$ cat src/rtl/bomb_pkg.sv
// Shared types and constants for the bomb placement and blast stages.
package bomb_pkg;

    typedef enum logic [2:0] {
        s_idle,
        s_armed,
        s_blink,
        s_detonate,
        s_wait
    } state_t;

    localparam int          TILE_LOG2 = 5;
    localparam logic [10:0] OFF_X     = 11'd640;
    localparam logic [10:0] OFF_Y     = 11'd480;

    typedef logic [1:0] radius_t;

    // Radius grows by one power-up at a time and sticks at the maximum.
    function automatic radius_t radius_inc(input radius_t r);
        return (r == 2'd3) ? r : r + 2'd1;
    endfunction

endpackage

$ cat src/rtl/grid_snap.sv
// Rounds a signed sprite coordinate to the nearest tile boundary, clamping negatives to 0.
module grid_snap #(
    parameter int TILE_LOG2 = bomb_pkg::TILE_LOG2
) (
    input  logic signed [10:0] pos,
    output logic        [10:0] snapped
);

    localparam logic signed [11:0] HALF_TILE = 12'(2 ** (TILE_LOG2 - 1));
    localparam logic        [11:0] TILE_MASK = ~12'((2 ** TILE_LOG2) - 1);

    logic signed [11:0] rounded;

    // Twelve bits keep the rounding carry so the sign test never wraps.
    always_comb begin
        rounded = $signed({pos[10], pos}) + HALF_TILE;
        snapped = rounded[11] ? 11'd0 : (rounded[10:0] & TILE_MASK[10:0]);
    end

endmodule

$ cat src/rtl/bomb_fuse.sv
// Bomb placement, fuse timing, final-second blinking and blast hand-off to the blast stage.
module bomb_fuse #(
    parameter int          FUSE_SEC     = 3,
    parameter int          TILE_LOG2    = bomb_pkg::TILE_LOG2,
    parameter int          BLINK_FRAMES = 8,
    parameter logic [1:0]  INIT_RADIUS  = 2'd1,
    parameter logic [10:0] OFF_X        = bomb_pkg::OFF_X,
    parameter logic [10:0] OFF_Y        = bomb_pkg::OFF_Y
) (
    input  logic               clk,
    input  logic               reset,
    input  logic               OneSecPulse,
    input  logic               startOfFrame,
    input  logic               place,
    input  logic signed [10:0] player_topLeftX,
    input  logic signed [10:0] player_topLeftY,
    input  logic               radius_up,
    input  logic               chain_hit,
    input  logic               explode,
    output logic        [10:0] bomb_topLeftX,
    output logic        [10:0] bomb_topLeftY,
    output logic               bomb_visible,
    output logic               blast,
    output logic        [1:0]  blastRadius,
    output logic               busy
);
    import bomb_pkg::*;

    localparam logic [2:0] FUSE_LAST  = 3'(FUSE_SEC - 1);
    localparam logic [7:0] FRAME_LAST = 8'(BLINK_FRAMES - 1);

    state_t      state, state_n;
    logic [2:0]  fuse_cnt, fuse_n;
    logic [7:0]  frame_cnt, frame_n;
    logic        seen_explode, seen_n;
    logic        radius_pending, pending_n;
    logic [10:0] x_n, y_n, snap_x, snap_y;
    logic        visible_n, blast_n, busy_n;
    radius_t     radius_n;

    grid_snap #(.TILE_LOG2(TILE_LOG2)) u_snap_x (.pos(player_topLeftX), .snapped(snap_x));
    grid_snap #(.TILE_LOG2(TILE_LOG2)) u_snap_y (.pos(player_topLeftY), .snapped(snap_y));

    always_ff @(posedge clk) begin
        if (reset) begin
            state          <= s_idle;
            fuse_cnt       <= 3'd0;
            frame_cnt      <= 8'd0;
            seen_explode   <= 1'b0;
            radius_pending <= 1'b0;
            bomb_topLeftX  <= OFF_X;
            bomb_topLeftY  <= OFF_Y;
            bomb_visible   <= 1'b0;
            blast          <= 1'b0;
            blastRadius    <= INIT_RADIUS;
            busy           <= 1'b0;
        end else begin
            state          <= state_n;
            fuse_cnt       <= fuse_n;
            frame_cnt      <= frame_n;
            seen_explode   <= seen_n;
            radius_pending <= pending_n;
            bomb_topLeftX  <= x_n;
            bomb_topLeftY  <= y_n;
            bomb_visible   <= visible_n;
            blast          <= blast_n;
            blastRadius    <= radius_n;
            busy           <= busy_n;
        end
    end

    // Every output is computed here one cycle ahead and registered above.
    always_comb begin
        state_n   = state;
        fuse_n    = fuse_cnt;
        frame_n   = frame_cnt;
        seen_n    = seen_explode;
        pending_n = radius_pending;
        x_n       = bomb_topLeftX;
        y_n       = bomb_topLeftY;
        visible_n = bomb_visible;
        blast_n   = 1'b0;
        radius_n  = blastRadius;

        // The blast stage is still using the radius, so defer power-ups.
        if (radius_up) begin
            if (state == s_detonate || state == s_wait) begin
                pending_n = 1'b1;
            end else begin
                radius_n = radius_inc(blastRadius);
            end
        end

        case (state)
            s_idle: begin
                x_n       = OFF_X;
                y_n       = OFF_Y;
                visible_n = 1'b0;
                if (place) begin
                    x_n       = snap_x;
                    y_n       = snap_y;
                    fuse_n    = 3'd0;
                    visible_n = 1'b1;
                    state_n   = s_armed;
                end
            end
            s_armed: begin
                if (chain_hit) begin
                    state_n   = s_detonate;
                    blast_n   = 1'b1;
                    visible_n = 1'b0;
                end else if (fuse_cnt == FUSE_LAST) begin
                    frame_n = 8'd0;
                    state_n = s_blink;
                end else if (OneSecPulse) begin
                    fuse_n = fuse_cnt + 3'd1;
                    if (fuse_cnt + 3'd1 == FUSE_LAST) begin
                        frame_n = 8'd0;
                        state_n = s_blink;
                    end
                end
            end
            s_blink: begin
                if (chain_hit || OneSecPulse) begin
                    state_n   = s_detonate;
                    blast_n   = 1'b1;
                    visible_n = 1'b0;
                end else if (startOfFrame) begin
                    if (frame_cnt == FRAME_LAST) begin
                        frame_n   = 8'd0;
                        visible_n = ~bomb_visible;
                    end else begin
                        frame_n = frame_cnt + 8'd1;
                    end
                end
            end
            s_detonate: begin
                seen_n  = 1'b0;
                state_n = s_wait;
            end
            s_wait: begin
                if (explode) begin
                    seen_n = 1'b1;
                end
                if (seen_explode && !explode) begin
                    x_n       = OFF_X;
                    y_n       = OFF_Y;
                    visible_n = 1'b0;
                    if (radius_pending || radius_up) begin
                        radius_n = radius_inc(blastRadius);
                    end
                    pending_n = 1'b0;
                    state_n   = s_idle;
                end
            end
            default: state_n = s_idle;
        endcase

        busy_n = (state_n != s_idle);
    end

endmodule

$ cat config.mk
export PLATFORM = sky130hd
export DESIGN_NAME = bomb_fuse
export DESIGN_NICKNAME = d
export VERILOG_FILES = /design/src/rtl/bomb_pkg.sv /design/src/rtl/grid_snap.sv /design/src/rtl/bomb_fuse.sv
export SDC_FILE = /design/constraint.sdc
export NUM_CORES = 1
export LEC_CHECK = 0
export BUFFER_PORTS_ARGS = -buffer_cell sky130_fd_sc_hd__buf_2
export CAP_MARGIN = 15
export CELL_PAD_IN_SITES_DETAIL_PLACEMENT = 0
export CELL_PAD_IN_SITES_GLOBAL_PLACEMENT = 1
export CORE_MARGIN = 2
export CORE_UTILIZATION = 35
export CTS_CLUSTER_SIZE = 10
export DETAILED_ROUTE_END_ITERATION = 7
export GPL_TIMING_DRIVEN = 0
export PLACE_DENSITY = 0.84
export SYNTH_ARGS = -nofsm -noshare
export SYNTH_HDL_FRONTEND = slang
export SYNTH_SLANG_ARGS = --single-unit
$ cat constraint.sdc
create_clock -name clk -period 3.35 [get_ports clk]
set_clock_uncertainty 0.2 [all_clocks]
set_input_delay 0.1675 -clock clk [delete_from_list [all_inputs] [get_ports clk]]
set_output_delay 0.1675 -clock clk [all_outputs]
set_load 0.01 [all_outputs]
==> results of run 1 <==
## cell families (layout without fill, tap and decap cells)
kind of cell    Yosys count  after routing
compound gates           79             79
buf+inv                  31             79
mux                       2              2
simple gates             93             93
other cells               1             10
xor+xnor                  7              7
flops                    33             33
fa+ha+maj                 6              6
## cell usage in the layout, fill, tap and decap left out, types with 2 or more instances in the layout
| cell | netlist | final |
|---|---|---|
| a211oi_1 | 8 | 8 |
| a21o_1 | 7 | 7 |
| a21oi_1 | 16 | 16 |
| a31oi_1 | 2 | 2 |
| buf_2 | 2 | 39 |
| buf_4 | 10 | 10 |
| clkbuf_1 | 6 | 6 |
| clkbuf_8 | 0 | 6 |
| conb_1 | 1 | 10 |
| dfxtp_1 | 33 | 33 |
| dlygate4sd3_1 | 0 | 3 |
| ha_1 | 6 | 6 |
| inv_1 | 12 | 12 |
| mux2i_1 | 2 | 2 |
| nand2_1 | 13 | 13 |
| nand2b_1 | 7 | 7 |
| nand3_1 | 10 | 10 |
| nand4_1 | 6 | 6 |
| nand4b_1 | 2 | 2 |
| nor2_1 | 22 | 22 |
| nor2b_1 | 7 | 7 |
| nor3_1 | 4 | 4 |
| o21a_1 | 3 | 3 |
| o21ai_0 | 14 | 14 |
| o21ai_1 | 2 | 2 |
| o21bai_1 | 3 | 3 |
| o2bb2ai_1 | 3 | 3 |
| o31ai_1 | 2 | 2 |
| o32ai_1 | 4 | 4 |
| or2_2 | 3 | 3 |
| or3_1 | 6 | 6 |
| or4_1 | 2 | 2 |
| xnor2_1 | 2 | 2 |
| xor2_1 | 5 | 5 |
## report_power, final
group | internal (W) | total [W] | switching, W
combinational | 0.000112 | 0.000279 | 0.000167
sequential | 0.000420 | 0.000440 | 0.0000192
clock | 0.000242 | 0.000405 | 0.000163
total | 0.000775 | 0.00112 | 0.000349
## metal layers
| metal | vias to the layer above | track usage [%] |
|---|---|---|
| met2 | 55 | 27.3 |
| met1 | 924 | 21.6 |
| met4 | 0 | 5.42 |
| li1 | 1020 | - |
| met5 | - | 0 |
| met3 | 7 | 4.72 |
## stage by stage
step | total power [W] | setup WS, ns | hold slack, ns | area [sq um]
floorplan | 0.000635 | 1.57 | 0.108 | 2090
global placement | 0.000723 | 1.23 | 0.243 | 2370
detailed placement | 0.000725 | 1.22 | 0.244 | 2370
CTS | 0.00114 | 1.20 | 0.0225 | 2520
global route | 0.00119 | 1.05 | 0.0498 | 2520
finish | 0.00112 | 1.22 | 0.0381 | 2520
## worst register-to-register path: stages, from the launching register on
cell and delay [ns]:
dfxtp_1 0.37, clkbuf_1 0.24, nor2_1 0.34, a21boi_1 0.50
nor2_1 0.16, a32o_1 0.23
## area by class of cell
class | count | share of cell area [%]
inverter | 12 | 1.79
tap | 72 | 3.58
sequential | 33 | 26.2
clock inverter | 2 | 1.49
clock buffer | 6 | 3.28
multi-input combinational | 197 | 50.6
timing repair buffer | 40 | 8.55
buffer | 19 | 4.42
## how the worst min path moves through the flow
stage,start,endpoint,slack [ns]
global route,place,bomb_visible,0.05
CTS,player_topLeftX[6],bomb_topLeftX[6],0.02
global placement,bomb_topLeftX[8],bomb_topLeftX[8],0.24
floorplan,chain_hit,state[1],0.11
detailed placement,bomb_topLeftX[6],bomb_topLeftX[6],0.24
finish,chain_hit,state[1],0.04
## flip-flops by register name, indices dropped and copies added (netlist names), 2 cells and up
name           cells
frame_cnt          8
state              3
blastRadius        2
bomb_topLeftY      6
fuse_cnt           3
bomb_topLeftX      6
==> impl_metrics.env, run 1 <==
export IMPL_status="complete, no violations"
export IMPL_synth_xor_area_share_pct=2.98
export IMPL_diodes=0
export IMPL_cts_setup_buffers=0
export IMPL_crit_fanout=10
export IMPL_synth_enable_flop_cells=0
export IMPL_dp_cells=370
export IMPL_num_io_pins=57
export IMPL_cts_sinks=33
export IMPL_synth_top_area_share_pct=32.1
export IMPL_p_leak_nw=1.00
export IMPL_die_w_um=80.7
export IMPL_synthSimpleGateAreaFrac_pct=25.8
export IMPL_dieHeight_um=80.7
export IMPL_max_slew_worst_pin_slew_ns=0.576
export IMPL_first_pass_iters=4
export IMPL_whs_path_depth=3
export IMPL_crit_chain="clkbuf_1, nor2_1, a21boi_1, nor2_1, a32o_1"
export IMPL_grt_pass1_wl_um=8480
export IMPL_rsz0062_at_grt="false"
export IMPL_critPathKind="reg2reg"
export IMPL_start_kind="register"
export IMPL_cts_hold_buf=3
export IMPL_clkLatencyLatePin_ns=0.29
export IMPL_seqCellArea_sq_um=661
export IMPL_drc_errors=0
export IMPL_postCtsResizedCells=0
export IMPL_die_area_sq_um=6510
export IMPL_worstSetupStartpoint="state[0]"
export IMPL_synthCells=252
export IMPL_ys_warn_count=0
export IMPL_grt_use_total_pct=16.9
export IMPL_synth_top_family_by_area="compound AO/OA/AOI/OAI gates"
export IMPL_drt_first_iter_violations=117
export IMPL_max_clock_path_buffers=2
export IMPL_drive_gt1_share_pct=21.4
export IMPL_fin_cells=381
export IMPL_fin_util_pct=44.9
export IMPL_routabilityCongestion=0.787
export IMPL_ys_ff_latch=33
export IMPL_vias=2006
export IMPL_core_area_sq_um=5610
export IMPL_ir_drop_uv=174
export IMPL_drtAntennaViolNets=0
export IMPL_synth_compound_area_share_pct=26.7
export IMPL_antenna_found_initial=0
export IMPL_syn_cell_area_sq_um=2060
export IMPL_report_final_slew_viol_count=0
export IMPL_cts_root_buf="clkbuf_8"
export IMPL_rows=27
export IMPL_portBuffers=37
export IMPL_cts_buffers=5
export IMPL_synthDistinctLibCells=59
export IMPL_routed_via_density=5.27
export IMPL_route_final_wire_length_um=5060
export IMPL_cp_common_cell="nor2_1"
export IMPL_grt_overflow_total=0
export IMPL_met1_length_um=2360
export IMPL_yosysMostFrequentCell="dfxtp_1"
export IMPL_finalHoldViolCount=0
export IMPL_finish_net_count=344
export IMPL_cts_clk_slew_worst_paths_ns=0.07
export IMPL_synthMuxAreaShare_pct=0.973
export IMPL_fmax_mhz=470
export IMPL_power_per_cell_area_nw_per_um2=446
export IMPL_wl_per_cell_um=13.3
export IMPL_tns_ns=0
export IMPL_r2r_cells=5
export IMPL_crit_slowest_cell="a21boi_1"
export IMPL_ys_seq_area_share_pct=32.1
export IMPL_wl_met2_um=2340
export IMPL_grt_max_degree=12
export IMPL_htree_levels=2
export IMPL_synth_top_area_cell="dfxtp_1"
export IMPL_synthTopCellsByCount="33 x dfxtp_1, 22 x nor2_1, 16 x a21oi_1"
export IMPL_r2r_slack_ns=1.22
export IMPL_highest_signal_layer="met4"
export IMPL_setup_viol=0
export IMPL_slew_headroom_pct=61.4
export IMPL_endpoint="bomb_topLeftX[5]"
export IMPL_min_period_over_period_pct=63.5
export IMPL_multi_input_area_sq_um=1270
export IMPL_r2r_end="bomb_topLeftX[5]"
export IMPL_grt_pass1_vias=1813
export IMPL_holdCritPathClass="in2reg"
export IMPL_cp_depth=5
export IMPL_cp_top_family="compound AO/OA/AOI/OAI gates"
export IMPL_area_delta_synth_final_pct=22.3
export IMPL_synthAdderAreaFrac_pct=3.65
export IMPL_max_cap_violations=0
export IMPL_start_util_pct=36.7
export IMPL_critPathCaptureType="register"
export IMPL_hpwl_um=3750
export IMPL_arrival_ns=2.12
export IMPL_ys_top_cells_by_area="dfxtp_1 32%, nor2_1 4.0%, a21oi_1 3.9%"
export IMPL_synthArstFlopShare_pct=0
export IMPL_n_fill_cell=606
export IMPL_slowest_delay_ns=0.50
export IMPL_required_ns=3.34
export IMPL_r2r_start="state[0]"
export IMPL_period_minus_slack_ns=2.13
export IMPL_met3_wirelength_um=289
export IMPL_synth_area_per_cell_sq_um=8.17
export IMPL_tritoncts="yes"
export IMPL_critPathBufInv=1
export IMPL_synthFlopType="dfxtp_1"
No activity file was read; power rests on OpenSTA's default activity.
==> inputs of run 2 (changes only) <==
- ABC_AREA: not set -> 1
- CORE_UTILIZATION: 35 -> 33
- PLACE_DENSITY: 0.84 -> 0.87
- clock period: 3.35 -> 1.8 ns (I/O delays scaled with it)
==> run 2 against run 1 <==
  * Clock power grew 80%
  * Count of clock-buffer cells in the layout rose by 1
  * Final cell count up 18%
  * Synthesized cell count grew 23%
  * Die area increased by 6.4%
  * Core utilization shrank 1.8 points
  * Sequential share of layout area fell by 0.67 points
  * Total power rose by 130%
  * Synthesized area up 0.67%
  * Sequential cell count is the same
  * Global-route usage fell by 2.9 points
  * Largest power group unchanged
==> impl_metrics.env, run 2 <==
export IMPL_max_slew_worst_pin_slew_ns=0.522
export IMPL_highest_signal_layer="met4"
export IMPL_synth_enable_flop_cells=0
export IMPL_drive_gt1_share_pct=20.4
export IMPL_fmax_mhz=606
export IMPL_required_ns=1.82
export IMPL_final_cell_mix="86 x nand2_1, 37 x buf_2, 35 x a21oi_1"
export IMPL_area_delta_synth_final_pct=24.7
export IMPL_ys_ff_latch=33
export IMPL_finish_net_count=408
export IMPL_synthTopCellsByCount="87 x nand2_1, 35 x a21oi_1, 33 x dfxtp_1, 33 x nor2_1, 32 x inv_1"
export IMPL_vias=2017
export IMPL_rows=28
export IMPL_final_common_cell="nand2_1"
export IMPL_tns_ns=0
export IMPL_synth_top_area_share_pct=31.9
export IMPL_diodes=0
export IMPL_first_pass_iters=4
export IMPL_p_comb_share_pct=35.7
export IMPL_switchingPower_w=0.000937
export IMPL_ir_drop_uv=580
export IMPL_cts_buffers=5
export IMPL_switching_share_pct=36.4
export IMPL_power_per_cell_area_nw_per_um2=996
export IMPL_drt_first_iter_violations=91
export IMPL_cts_sinks=33
export IMPL_largest_register="frame_cnt"
export IMPL_grt_max_degree=11
export IMPL_report_final_slew_viol_count=0
export IMPL_die_area_sq_um=6930
export IMPL_finalHoldViolCount=0
export IMPL_hpwl_um=3550
export IMPL_synth_area_per_cell_sq_um=6.66
export IMPL_die_w_um=83.2
export IMPL_drc_errors=0
export IMPL_htree_levels=2
export IMPL_setup_viol=0
export IMPL_route_final_wire_length_um=4710
export IMPL_clkLatencyLatePin_ns=0.29
export IMPL_met1_length_um=2320
export IMPL_p_int_w=0.00164
export IMPL_grt_pass1_vias=1822
export IMPL_synth_top_area_cell="dfxtp_1"
export IMPL_antenna_found_initial=0
export IMPL_grt_overflow_total=0
export IMPL_met3_wirelength_um=182
export IMPL_routed_via_density=4.50
export IMPL_n_fill_cell=628
export IMPL_wl_per_cell_um=10.5
export IMPL_grt_use_total_pct=14.0
export IMPL_crit_fanout=8
export IMPL_holdCritPathClass="in2reg"
export IMPL_ys_warn_count=0
export IMPL_synthFlopType="dfxtp_1"
export IMPL_max_clock_path_buffers=2
export IMPL_synthCells=311
export IMPL_min_period_over_period_pct=91.7
export IMPL_period_minus_slack_ns=1.65
export IMPL_portBuffers=37
export IMPL_wl_met2_um=2110
export IMPL_synthArstFlopShare_pct=0
export IMPL_cts_root_buf="clkbuf_8"
export IMPL_grt_pass1_wl_um=8030
export IMPL_arrival_ns=1.67
export IMPL_reg_largest_list="frame_cnt (8), bomb_topLeftX (6), bomb_topLeftY (6)"
export IMPL_start_kind="register"
export IMPL_drtAntennaViolNets=0
export IMPL_tritoncts="yes"
export IMPL_max_cap_violations=0
export IMPL_yosysMostFrequentCell="nand2_1"
export IMPL_critPathCaptureType="register"
export IMPL_core_area_sq_um=5990
export IMPL_routabilityCongestion=0.843
export IMPL_critPathKind="reg2reg"
export IMPL_num_io_pins=57
export IMPL_p_seq_share_pct=36.0
export IMPL_rsz0062_at_grt="false"
export IMPL_synthDistinctLibCells=31
export IMPL_p_leak_nw=1.20
export IMPL_ys_seq_area_share_pct=31.9
export IMPL_largest_reg_flops=8
export IMPL_slew_headroom_pct=65.2
export IMPL_start_util_pct=34.6
export IMPL_status="complete, no violations"
export IMPL_cts_setup_buffers=0
export IMPL_dieHeight_um=83.2
export IMPL_ys_top_cells_by_area="dfxtp_1 32%, nand2_1 16%, a21oi_1 8.5%"
export IMPL_cts_clk_slew_worst_paths_ns=0.07
export IMPL_syn_cell_area_sq_um=2070
export IMPL_fin_util_pct=43.1
export IMPL_clkPwrFrac_pct=28.3
## run 2: final timing paths
kind | startpoint | to | slack [ns] | depth (start not counted)
worst max register to register | fuse_cnt[0] | frame_cnt[1] | 0.15 | 9
worst min register to register | bomb_topLeftY[9] | bomb_topLeftY[9] | 0.26 | 2
worst min-delay path | player_topLeftY[9] | bomb_topLeftY[9] | 0.006 | 5
worst max-delay path | fuse_cnt[0] | frame_cnt[1] | 0.15 | 9
## run 2: cell families after synthesis
logic type | after synthesis | synth area share (%)
and+or+nand+nor | 161 | 37.0
AOI/OAI and AO/OA | 51 | 12.5
buffers and inverters | 51 | 11.4
DFF | 33 | 31.9
xor gates and xnor gates | 8 | 3.38
adders and majority gates | 6 | 3.62
other | 1 | 0.181
## run 2: final cells by class
cell class | count | area, sq um | area share (%)
multi-input combinational | 236 | 1210 | 46.9
sequential | 33 | 661 | 25.6
timing repair buffer | 45 | 265 | 10.3
inverter | 37 | 139 | 5.38
buffer | 14 | 97.6 | 3.78
tap | 75 | 93.8 | 3.63
clock buffer | 7 | 86.3 | 3.34
clock inverter | 1 | 30.0 | 1.16
## run 2: routing by layer
layer,global-route usage [%],up-vias
met5,0,-
met2,23.0,31
met3,3.78,11
li1,-,1094
met4,5.37,0
met1,17.4,881
## run 2: repair_timing
item | CTS | global route
setup endpoints to repair | 0 | 4
hold buffers | 8 | 0
gates resized for setup | 0 | 4
hold endpoints to repair | 10 | 0
## run 2: critical path, stage by stage, from the launching register on
cell and delay [ns]:
dfxtp_1 0.38, ha_1 0.18, inv_1 0.04, nand2_1 0.07
nand3b_1 0.15, nand2_4 0.13, inv_2 0.06, nor2_8 0.17
nand2_1 0.07, a21oi_1 0.12
## run 2: stage by stage
stage	std cells	area [sq um]	setup WS (ns)	hold slack (ns)	power [W]
6_report	448	2580	0.149	0.00583	0.00257
2_1_floorplan	320	2110	0.283	0.0553	0.00160
5_1_grt	448	2580	0.00887	0.0219	0.00276
4_1_cts	448	2580	0.123	0.00590	0.00259
3_5_place_dp	432	2380	0.143	0.198	0.00184
3_3_place_gp	432	2380	0.137	0.191	0.00184
## run 2: power by group through the flow
stage / sequential, W / combinational, W / clock, W
after detailed placement: 0.000941 / 0.000902 / 0
after global placement: 0.000940 / 0.000896 / 0
after CTS: 0.000927 / 0.000919 / 0.000745
final: 0.000925 / 0.000919 / 0.000729
after global routing: 0.000937 / 0.00105 / 0.000778
after floorplan: 0.000964 / 0.000635 / 0
==> inputs of run 3 (changes only) <==
- CTS_CLUSTER_DIAMETER: not set -> 100
- HOLD_SLACK_MARGIN: not set -> 0.02
==> run 3 against run 2 <==
  * Hold slack gained 0.021 ns
  * Setup slack lost 0.075 ns
  * Core utilization up 0.73 points
  * Die area did not move
  * Clock power fell by 0.5%
  * Non-clock buffer count rose by 4
  * Fmax fell by 4.3%
  * Final cell count rose by 0.89%
  * Register-to-register slack about the same
  * Critical endpoint is now bomb_topLeftX[5]
  * Largest cell class unchanged
==> impl_metrics.env, run 3 (synthesis results as in run 2) <==
export IMPL_status="complete, no violations"
export IMPL_multi_input_area_sq_um=1210
export IMPL_critPathBufInv=3
export IMPL_grt_pass1_wl_um=8070
export IMPL_vias=2033
export IMPL_ir_drop_uv=571
export IMPL_crit_slowest_cell="dlygate4sd3_1"
export IMPL_n_fill_cell=623
export IMPL_start_util_pct=34.6
export IMPL_num_io_pins=57
export IMPL_cts_buffers=5
export IMPL_crit_chain="dlygate4sd3_1, buf_2, ha_1, dlygate4sd3_1, nand2_1, a21oi_1"
export IMPL_grt_use_met2_pct=23.3
export IMPL_max_clock_path_buffers=2
export IMPL_wl_per_cell_um=10.4
export IMPL_antenna_found_initial=0
export IMPL_max_cap_violations=0
export IMPL_finalHoldViolCount=0
export IMPL_area_delta_synth_final_pct=26.8
export IMPL_hpwl_um=3550
export IMPL_seqCellArea_sq_um=661
export IMPL_drtAntennaViolNets=0
export IMPL_rsz0062_at_grt="false"
export IMPL_routed_via_density=4.50
export IMPL_largest_reg_flops=8
export IMPL_setup_viol=0
export IMPL_met1_usage_pct=17.3
export IMPL_route_final_wire_length_um=4710
export IMPL_period_minus_slack_ns=1.73
export IMPL_die_area_sq_um=6930
export IMPL_holdCritPathClass="in2reg"
export IMPL_grt_max_degree=11
export IMPL_grt_busiest_layer="met2"
export IMPL_diodes=0
export IMPL_dieHeight_um=83.2
export IMPL_core_area_sq_um=5990
export IMPL_fin_cells=452
export IMPL_htree_levels=2
export IMPL_tritoncts="yes"
export IMPL_tns_ns=0
export IMPL_cp_common_cell="dlygate4sd3_1"
export IMPL_final_common_cell="nand2_1"
export IMPL_routabilityCongestion=0.843
export IMPL_cts_clk_slew_worst_paths_ns=0.07
export IMPL_largest_register="frame_cnt"
export IMPL_first_pass_iters=4
export IMPL_cts_setup_buffers=0
export IMPL_arrival_ns=1.68
export IMPL_grt_pass1_vias=1854
export IMPL_fmax_mhz=579
export IMPL_drt_first_iter_violations=100
export IMPL_finish_net_count=412
export IMPL_drc_errors=0
export IMPL_crit_fanout=2
export IMPL_max_slew_worst_pin_slew_ns=0.522
export IMPL_drive_gt1_share_pct=20.4
export IMPL_rows=28
export IMPL_critPathKind="in2reg"
export IMPL_slew_headroom_pct=65.2
export IMPL_clkLatencyLatePin_ns=0.29
export IMPL_critPathCaptureType="register"
export IMPL_portBuffers=37
export IMPL_min_period_over_period_pct=95.9
export IMPL_dp_cells=432
export IMPL_required_ns=1.75
export IMPL_slowest_delay_ns=0.55
export IMPL_cts_root_buf="clkbuf_8"
export IMPL_final_cell_mix="86 x nand2_1, 37 x buf_2, 34 x a21oi_1"
export IMPL_grt_use_total_pct=14.0
export IMPL_grt_overflow_total=0
export IMPL_die_w_um=83.2
export IMPL_report_final_slew_viol_count=0
export IMPL_p_leak_nw=1.22
export IMPL_start_kind="primary input"
export IMPL_cts_sinks=33
export IMPL_grt_util_met3_pct=3.78
export IMPL_fin_util_pct=43.9
export IMPL_reg_largest_list="frame_cnt (8), bomb_topLeftX (6), bomb_topLeftY (6)"
export IMPL_cp_top_family="buffers and inverters"
export IMPL_power_per_cell_area_nw_per_um2=982
-- run 3: changes by cell type in the layout (fill, tap and decap cells not counted) --
cell           change
dlygate4sd3_1      +4
a21oi_1            -1
a21oi_2            +1
-- run 3: worst reg2reg max path, cell delays in order (launching register included) --
cell	delay (ns)
dfxtp_1	0.38
ha_1	0.19
inv_1	0.04
nand2_1	0.07
nand3b_1	0.15
nand2_4	0.13
inv_2	0.06
nor2_8	0.17
nand2_1	0.07
a21oi_1	0.12
-- run 3: routing by layer --
layer / part of all wire (%) / wire [um]
met5: 0 / 0
met4: 2.1 / 100
met3: 4.2 / 197
met2: 45 / 2120
met1: 49 / 2290
-- run 3: worst paths after layout --
| path | from | end | slack [ns] | cells after the start |
|---|---|---|---|---|
| max | player_topLeftX[5] | bomb_topLeftX[5] | 0.07 | 6 |
| min | player_topLeftX[7] | bomb_topLeftX[7] | 0.03 | 5 |
| max reg2reg | fuse_cnt[0] | frame_cnt[1] | 0.15 | 9 |
| min reg2reg | bomb_topLeftY[9] | bomb_topLeftY[9] | 0.26 | 2 |
-- run 3: what timing repair did --
action | 4_1_cts | 5_1_grt
endpoints found under the setup margin | 0 | 5
hold buffers | 12 | 0
gates resized for setup | 0 | 5
endpoints found under the hold margin | 11 | 0
-- run 3: metrics by stage --
step           total power (W)  worst slack (ns)  hold slack (ns)  cell area (sq um)
3_3_place_gp           0.00184             0.137            0.191               2380
2_1_floorplan          0.00160             0.283           0.0553               2110
4_1_cts                0.00260            0.0843           0.0254               2620
3_5_place_dp           0.00184             0.143            0.198               2380
5_1_grt                0.00277            0.0106           0.0476               2630
6_report               0.00258            0.0737           0.0272               2630
-- run 3: layout make-up --
type / count / share of cell area (%)
plain buffers: 14 / 3.71
multi-input cells: 236 / 46.2
inverters: 37 / 5.29
repair buffers: 49 / 11.6
flip-flops and latches: 33 / 25.1
well taps: 75 / 3.57
clock buffers: 7 / 3.29
clock inverters: 1 / 1.14
-- run 3: power by group --
part | switching (W) | leakage (nW) | internal [W] | total (W)
clock | 0.000274 | 0.0585 | 0.000451 | 0.000725
combinational | 0.000578 | 0.890 | 0.000352 | 0.000930
sequential | 0.0000838 | 0.270 | 0.000841 | 0.000925
